--- config.mk ---
export PLATFORM = sky130hd
export DESIGN_NAME = instr_fetch_unit
export DESIGN_NICKNAME = d
export VERILOG_FILES = /design/src/rtl/cpu_pkg.sv /design/src/rtl/pc_register.sv /design/src/rtl/instr_fetch_unit.sv
export SDC_FILE = /design/constraint.sdc
export NUM_CORES = 1
export LEC_CHECK = 0
export CORE_MARGIN = 2
export CORE_UTILIZATION = 30
export DETAILED_ROUTE_END_ITERATION = 8
export PLACE_DENSITY = 0.65
export SLEW_MARGIN = 40
export SYNTH_ARGS = -nofsm -noshare
export SYNTH_HDL_FRONTEND = slang
export SYNTH_SLANG_ARGS = --single-unit
--- constraint.sdc ---
create_clock -name clk -period 2 [get_ports clk]
set_clock_uncertainty 0.2 [all_clocks]
set_input_delay 0.2 -clock clk [delete_from_list [all_inputs] [get_ports clk]]
set_output_delay 0.2 -clock clk [all_outputs]
set_load 0.05 [all_outputs]
--- src/rtl/cpu_pkg.sv ---
// Shared definitions for the ARM-subset front end: field positions,
// PC arithmetic constants and the fetch FSM state type.
package cpu_pkg;

    localparam int COND_MSB  = 31;
    localparam int COND_LSB  = 28;
    localparam int OP_MSB    = 27;
    localparam int OP_LSB    = 26;
    localparam int FUNCT_MSB = 25;
    localparam int FUNCT_LSB = 20;
    localparam int RD_MSB    = 15;
    localparam int RD_LSB    = 12;
    localparam int SH_MSB    = 6;
    localparam int SH_LSB    = 5;

    localparam int PC_STEP       = 4;
    localparam int PC_R15_OFFSET = 8;

    typedef enum logic [1:0] {
        IDLE,
        FETCH,
        ISSUE,
        ERR
    } fetch_state_t;

endpackage

--- src/rtl/pc_register.sv ---
// Program counter: reset / hold / sequential step / word-aligned branch.
// Ports: clk, rst (sync, active-high), load_en, sel_branch,
//        branch_target[ADDR_W], pc[ADDR_W].
module pc_register
    import cpu_pkg::*;
#(
    parameter int              ADDR_W   = 32,
    parameter logic [ADDR_W-1:0] RESET_PC = '0
) (
    input  logic              clk,
    input  logic              rst,
    input  logic              load_en,
    input  logic              sel_branch,
    input  logic [ADDR_W-1:0] branch_target,
    output logic [ADDR_W-1:0] pc
);

    logic [ADDR_W-1:0] pc_q;
    logic [ADDR_W-1:0] pc_d;

    always_comb begin
        pc_d = pc_q;
        if (load_en) begin
            if (sel_branch) begin
                // targets are forced onto a word boundary
                pc_d = branch_target & ~ADDR_W'(3);
            end else begin
                pc_d = pc_q + ADDR_W'(PC_STEP);
            end
        end
    end

    always_ff @(posedge clk) begin
        if (rst) begin
            pc_q <= RESET_PC;
        end else begin
            pc_q <= pc_d;
        end
    end

    assign pc = pc_q;

endmodule

--- src/rtl/instr_fetch_unit.sv ---
// Instruction fetch: owns the PC, fetches over imem req/ack, issues the
// word and its decoded fields to control_unit, accepts pc_src redirects.
// Ports: clk, rst (sync, active-high), pc_src, branch_target, stall,
//        imem_req/addr/ack/rdata, instr_valid, instr, cond, op, funct,
//        rd, sh, pc, pc_plus8, fetch_err.
// Optional: INSTR_FETCH_PERF_CNT_EN adds fetch_count and redirect_count.
module instr_fetch_unit
    import cpu_pkg::*;
#(
    parameter int                ADDR_W   = 32,
    parameter logic [ADDR_W-1:0] RESET_PC = '0,
    parameter int unsigned       TIMEOUT  = 15
) (
    input  logic              clk,
    input  logic              rst,
    input  logic              pc_src,
    input  logic [ADDR_W-1:0] branch_target,
    input  logic              stall,
    output logic              imem_req,
    output logic [ADDR_W-1:0] imem_addr,
    input  logic              imem_ack,
    input  logic [31:0]       imem_rdata,
    output logic              instr_valid,
    output logic [31:0]       instr,
    output logic [3:0]        cond,
    output logic [1:0]        op,
    output logic [5:0]        funct,
    output logic [3:0]        rd,
    output logic [1:0]        sh,
    output logic [ADDR_W-1:0] pc,
    output logic [ADDR_W-1:0] pc_plus8,
    output logic              fetch_err
`ifdef INSTR_FETCH_PERF_CNT_EN
    ,
    output logic [31:0]       fetch_count,
    output logic [15:0]       redirect_count
`endif
);

    localparam int CNT_W = $clog2(TIMEOUT + 1);

    fetch_state_t     state_q;
    fetch_state_t     state_d;
    logic [CNT_W-1:0] cnt_q;
    logic [CNT_W-1:0] cnt_d;
    logic [31:0]      instr_q;
    logic [31:0]      instr_d;
    logic             err_q;
    logic             err_d;
    logic             pc_load;
    logic             pc_branch;

    always_comb begin
        state_d   = state_q;
        cnt_d     = cnt_q;
        instr_d   = instr_q;
        err_d     = err_q;
        pc_load   = 1'b0;
        pc_branch = 1'b0;
        unique case (state_q)
            IDLE: begin
                state_d = FETCH;
            end
            FETCH: begin
                if (imem_ack) begin
                    instr_d = imem_rdata;
                    cnt_d   = '0;
                    state_d = ISSUE;
                end else begin
                    cnt_d = cnt_q + CNT_W'(1);
                    if (cnt_d == CNT_W'(TIMEOUT)) begin
                        err_d   = 1'b1;
                        state_d = ERR;
                    end
                end
            end
            ISSUE: begin
                // stall freezes everything, including the redirect
                if (!stall) begin
                    pc_load   = 1'b1;
                    pc_branch = pc_src;
                    state_d   = FETCH;
                end
            end
            ERR: begin
                state_d = ERR;
            end
            default: begin
                state_d = IDLE;
            end
        endcase
    end

    always_ff @(posedge clk) begin
        if (rst) begin
            state_q <= IDLE;
            cnt_q   <= '0;
            instr_q <= '0;
            err_q   <= 1'b0;
        end else begin
            state_q <= state_d;
            cnt_q   <= cnt_d;
            instr_q <= instr_d;
            err_q   <= err_d;
        end
    end

    pc_register #(
        .ADDR_W  (ADDR_W),
        .RESET_PC(RESET_PC)
    ) u_pc (
        .clk          (clk),
        .rst          (rst),
        .load_en      (pc_load),
        .sel_branch   (pc_branch),
        .branch_target(branch_target),
        .pc           (pc)
    );

    assign imem_req    = (state_q == FETCH);
    assign imem_addr   = imem_req ? pc : '0;
    assign instr_valid = (state_q == ISSUE);
    assign fetch_err   = err_q;
    assign pc_plus8    = pc + ADDR_W'(PC_R15_OFFSET);

    assign instr = instr_q;
    assign cond  = instr_q[COND_MSB:COND_LSB];
    assign op    = instr_q[OP_MSB:OP_LSB];
    assign funct = instr_q[FUNCT_MSB:FUNCT_LSB];
    assign rd    = instr_q[RD_MSB:RD_LSB];
    assign sh    = instr_q[SH_MSB:SH_LSB];

`ifdef INSTR_FETCH_PERF_CNT_EN
    logic [31:0] fetch_cnt_q;
    logic [31:0] fetch_cnt_d;
    logic [15:0] redir_cnt_q;
    logic [15:0] redir_cnt_d;

    always_comb begin
        fetch_cnt_d = fetch_cnt_q;
        redir_cnt_d = redir_cnt_q;
        if (pc_load) begin
            fetch_cnt_d = fetch_cnt_q + 32'd1;
            if (pc_branch && redir_cnt_q != 16'hFFFF) begin
                redir_cnt_d = redir_cnt_q + 16'd1;
            end
        end
    end

    always_ff @(posedge clk) begin
        if (rst) begin
            fetch_cnt_q <= '0;
            redir_cnt_q <= '0;
        end else begin
            fetch_cnt_q <= fetch_cnt_d;
            redir_cnt_q <= redir_cnt_d;
        end
    end

    assign fetch_count    = fetch_cnt_q;
    assign redirect_count = redir_cnt_q;
`endif

endmodule

==> qor.yml <==
status:
  outcome: "finished, violations left"
  violations: "setup timing"
logic_synthesis:
  yosysWarnings: 0
  synth_edf_count: 0
  syn_area_per_cell_um2: 7.243
  synth_async_sr_flop_share_pct: 0
  syn_inst: 596
  synth_top_family_by_area: "simple AND/OR/NAND/NOR gates"
  yosys.area_share.simple_pct: 31.59
  synth_mux_area_share_pct: 0.4638
  synthDistinctLibCells: 53
  post_synth_xor_area_fraction_pct: 5.478
  synthAdderAreaFrac_pct: 1.159
  syn_area_mm2: 0.004317
  synth_seq_cells: 69
  synth-compound-area-share_pct: 19.48
  seq_area_frac_synth_pct: 32.00
  ys.flop_type: "dfxtp_1"
clock_network:
  tritoncts: "done"
  root_buffer: "clkbuf_16"
  cts.sinks: 69
  cts_buffers: 9
  cts_max_path_buffers: 2
  cts_hold_buffers: 0
  clk_latency_ps: 330
  htree_levels: 3
  clk_pin_slew_ps: 60
drt:
  detail-route-antenna-nets: 0
  firstDrtPassIters: 4
  route.detailed.drc: 0
  first_iter_violations: 360
  vias: 5222
  routed_via_density: 5.080
  totalWireLength_um: 16670
  drt-wirelength-per-cell_um: 16.21
timing:
  slew_viol_final: 0
  rsz0062_at_grt: "true"
  setup-tns-final_ps: -6036
  finalCriticalPeriod_ps: 2369
  tightest_slew_ps: 533.1
  slew_headroom_pct: 64.35
  finalCritPeriodShare_pct: 118.4
  setup_violations: 29
  setup_slack_ps: -368.9
  finalHoldViolCount: 0
  fmax_ghz: 0.4221
setup_path:
  critical_path.top_delay_family: "simple AND/OR/NAND/NOR gates"
  cpPeakStageDelay_ps: 420
  endpoint_kind: "output pin"
  worstReg2RegStart: "u_pc.pc[11]"
  worstRegToRegCells: 9
  worstPathCellList: "and3_4 > nand3_4 > nor4_4 > buf_4 > xor2_4 > buf_12"
  cp.depth: 6
  worst_setup_path_start_kind: "flip-flop"
  arrival_ps: 1970
  cp.required_ps: 1600
  reg2reg_setup_slack_ps: -120
  worstSetupPathType: "flip-flop to output pin"
  timing.critical_path.from: "u_pc.pc[6]"
  cp.buffers_inverters: 2
  critPathSlowestCell: "nor4_4"
  crit_fanout: 3
floorplanning:
  initial_core_util_pct: 30.86
  core_area_mm2: 0.01399
  die_area_mm2: 0.01536
  row_count: 43
  pin_count: 218
  die_x_um: 124.0
  die_h_um: 124.0
global_routing:
  grt-ovfl-total: 0
  grt_max_degree: 34
  antenna_found_initial: 0
  grt_pass1_vias: 5042
  grt_use_total_pct: 20.99
  grt_pass1_wl_um: 25300
finish:
  syn_to_final_growth_pct: 102.9
  mostFrequentLayoutCells: "clkdlybuf4s50_1, buf_4, nand2_1"
  drive_gt1_share_pct: 37.03
  nNetsFinal: 917
  final_common_cell: "clkdlybuf4s50_1"
  n_fill_cell: 1192
  stdcell_area_mm2: 0.008760
  n_antenna_cell: 0
placed_design:
  place_congestion: 0.8665
  placed_area_mm2: 0.007981
  dpl.hpwl_um: 12650
  io_buffers: 209
flow_run:
  maxCapViolCount: 0
hold_path:
  hold_path_depth: 2
  hp-class: "input port to flip-flop"
  holdCritStartpoint: "rst"
power:
  power.leakage_nw: 3.530
  ir_drop_mv: 0.3520
  power_density_mw_per_mm2: 452.0
-- through the flow --
stage	worst slack (ps)	utilization (%)	hold WS [ps]	std cells	power, mW
after floorplan	-283.6	-	99.62	601	2.001
after CTS	-368.8	61.40	147.9	1020	3.985
after global routing	-435.9	62.62	172.1	1028	4.106
after detailed placement	-63.79	57.06	245.5	994	2.379
final	-368.9	62.62	153.4	1028	3.959
after global placement	-61.97	57.06	242.3	994	2.365
-- layout make-up --
cell class	instances	area, µm²	share of cell area (%)
tap	180	225.2	2.571
timing repair buffer	310	3461	39.51
clock inverter	4	26.28	0.3000
multi-input combinational	449	3284	37.49
sequential	69	1469	16.77
inverter	5	18.77	0.2143
clock buffer	11	275.3	3.142
-- report_power, final --
group	internal (mW)	total, mW	switching, mW
Combinational	0.377	0.920	0.543
Clock	0.985	1.60	0.615
Sequential	1.40	1.44	0.0413
-- timing repair --
action,in CTS,in global routing
resized for setup,38,35
cloned,0,0
pin swaps,27,29
setup buffers,12,12
setup endpoints to repair,26,58
-- metal layers --
metal  vias to the layer above  routed length (µm)  track usage, %  share of wire (%)
li1                       2531                   -               -                  -
met1                      2466                6697           26.50                 40
met2                       204                8565           35.92                 51
met3                        21                1093           3.251                6.6
met4                         0                 312           8.216                1.9
met5                         -                   0               0                  0
-- synthesized netlist by cell type, types with 3 or more instances --
cell type,instances,area [µm²]
nand2_1,105,394.1
dfxtp_1,69,1381
a21oi_1,63,315.3
clkbuf_1,40,150.1
nor2_1,39,146.4
and2_1,31,193.9
buf_4,26,195.2
nand3_1,25,125.1
o21ai_0,25,125.1
a31oi_1,20,125.1
xnor2_1,14,122.6
xor2_1,13,113.9
nor3_1,12,60.06
nand4_1,11,68.82
and3_1,9,56.30
buf_2,9,45.04
a22oi_1,7,52.55
and4_1,5,43.79
inv_1,5,18.77
o31ai_1,5,37.54
a21o_1,4,30.03
ha_1,4,50.05
nor2b_1,4,25.02
a211oi_1,3,22.52
and3b_1,3,26.28
buf_1,3,11.26
nor4_1,3,18.77
or3_1,3,18.77
or4_1,3,22.52
-- cell families (layout without fill, tap and decap cells) --
group | Yosys count | after routing
AO/OA/AOI/OAI | 143 | 143
adder cells (fa/ha/maj) | 4 | 4
buffers and inverters | 83 | 330
XOR/XNOR | 27 | 27
AND/OR/NAND/NOR | 267 | 267
flip-flops | 69 | 69
other | 1 | 6
multiplexers | 2 | 2
-- state kept, by name, indices dropped and copies added (netlist names) --
name and count:
u_pc.pc 30, state_q 2, cnt_q 4, instr 32, fetch_err 1
-- path summary, 6_finish.rpt --
check	endpoint
max reg2reg	u_pc.pc[24]
max	pc_plus8[25]
min reg2reg	instr[1]
min	instr[12]
Note: power is estimated with default switching activity, not from simulation.
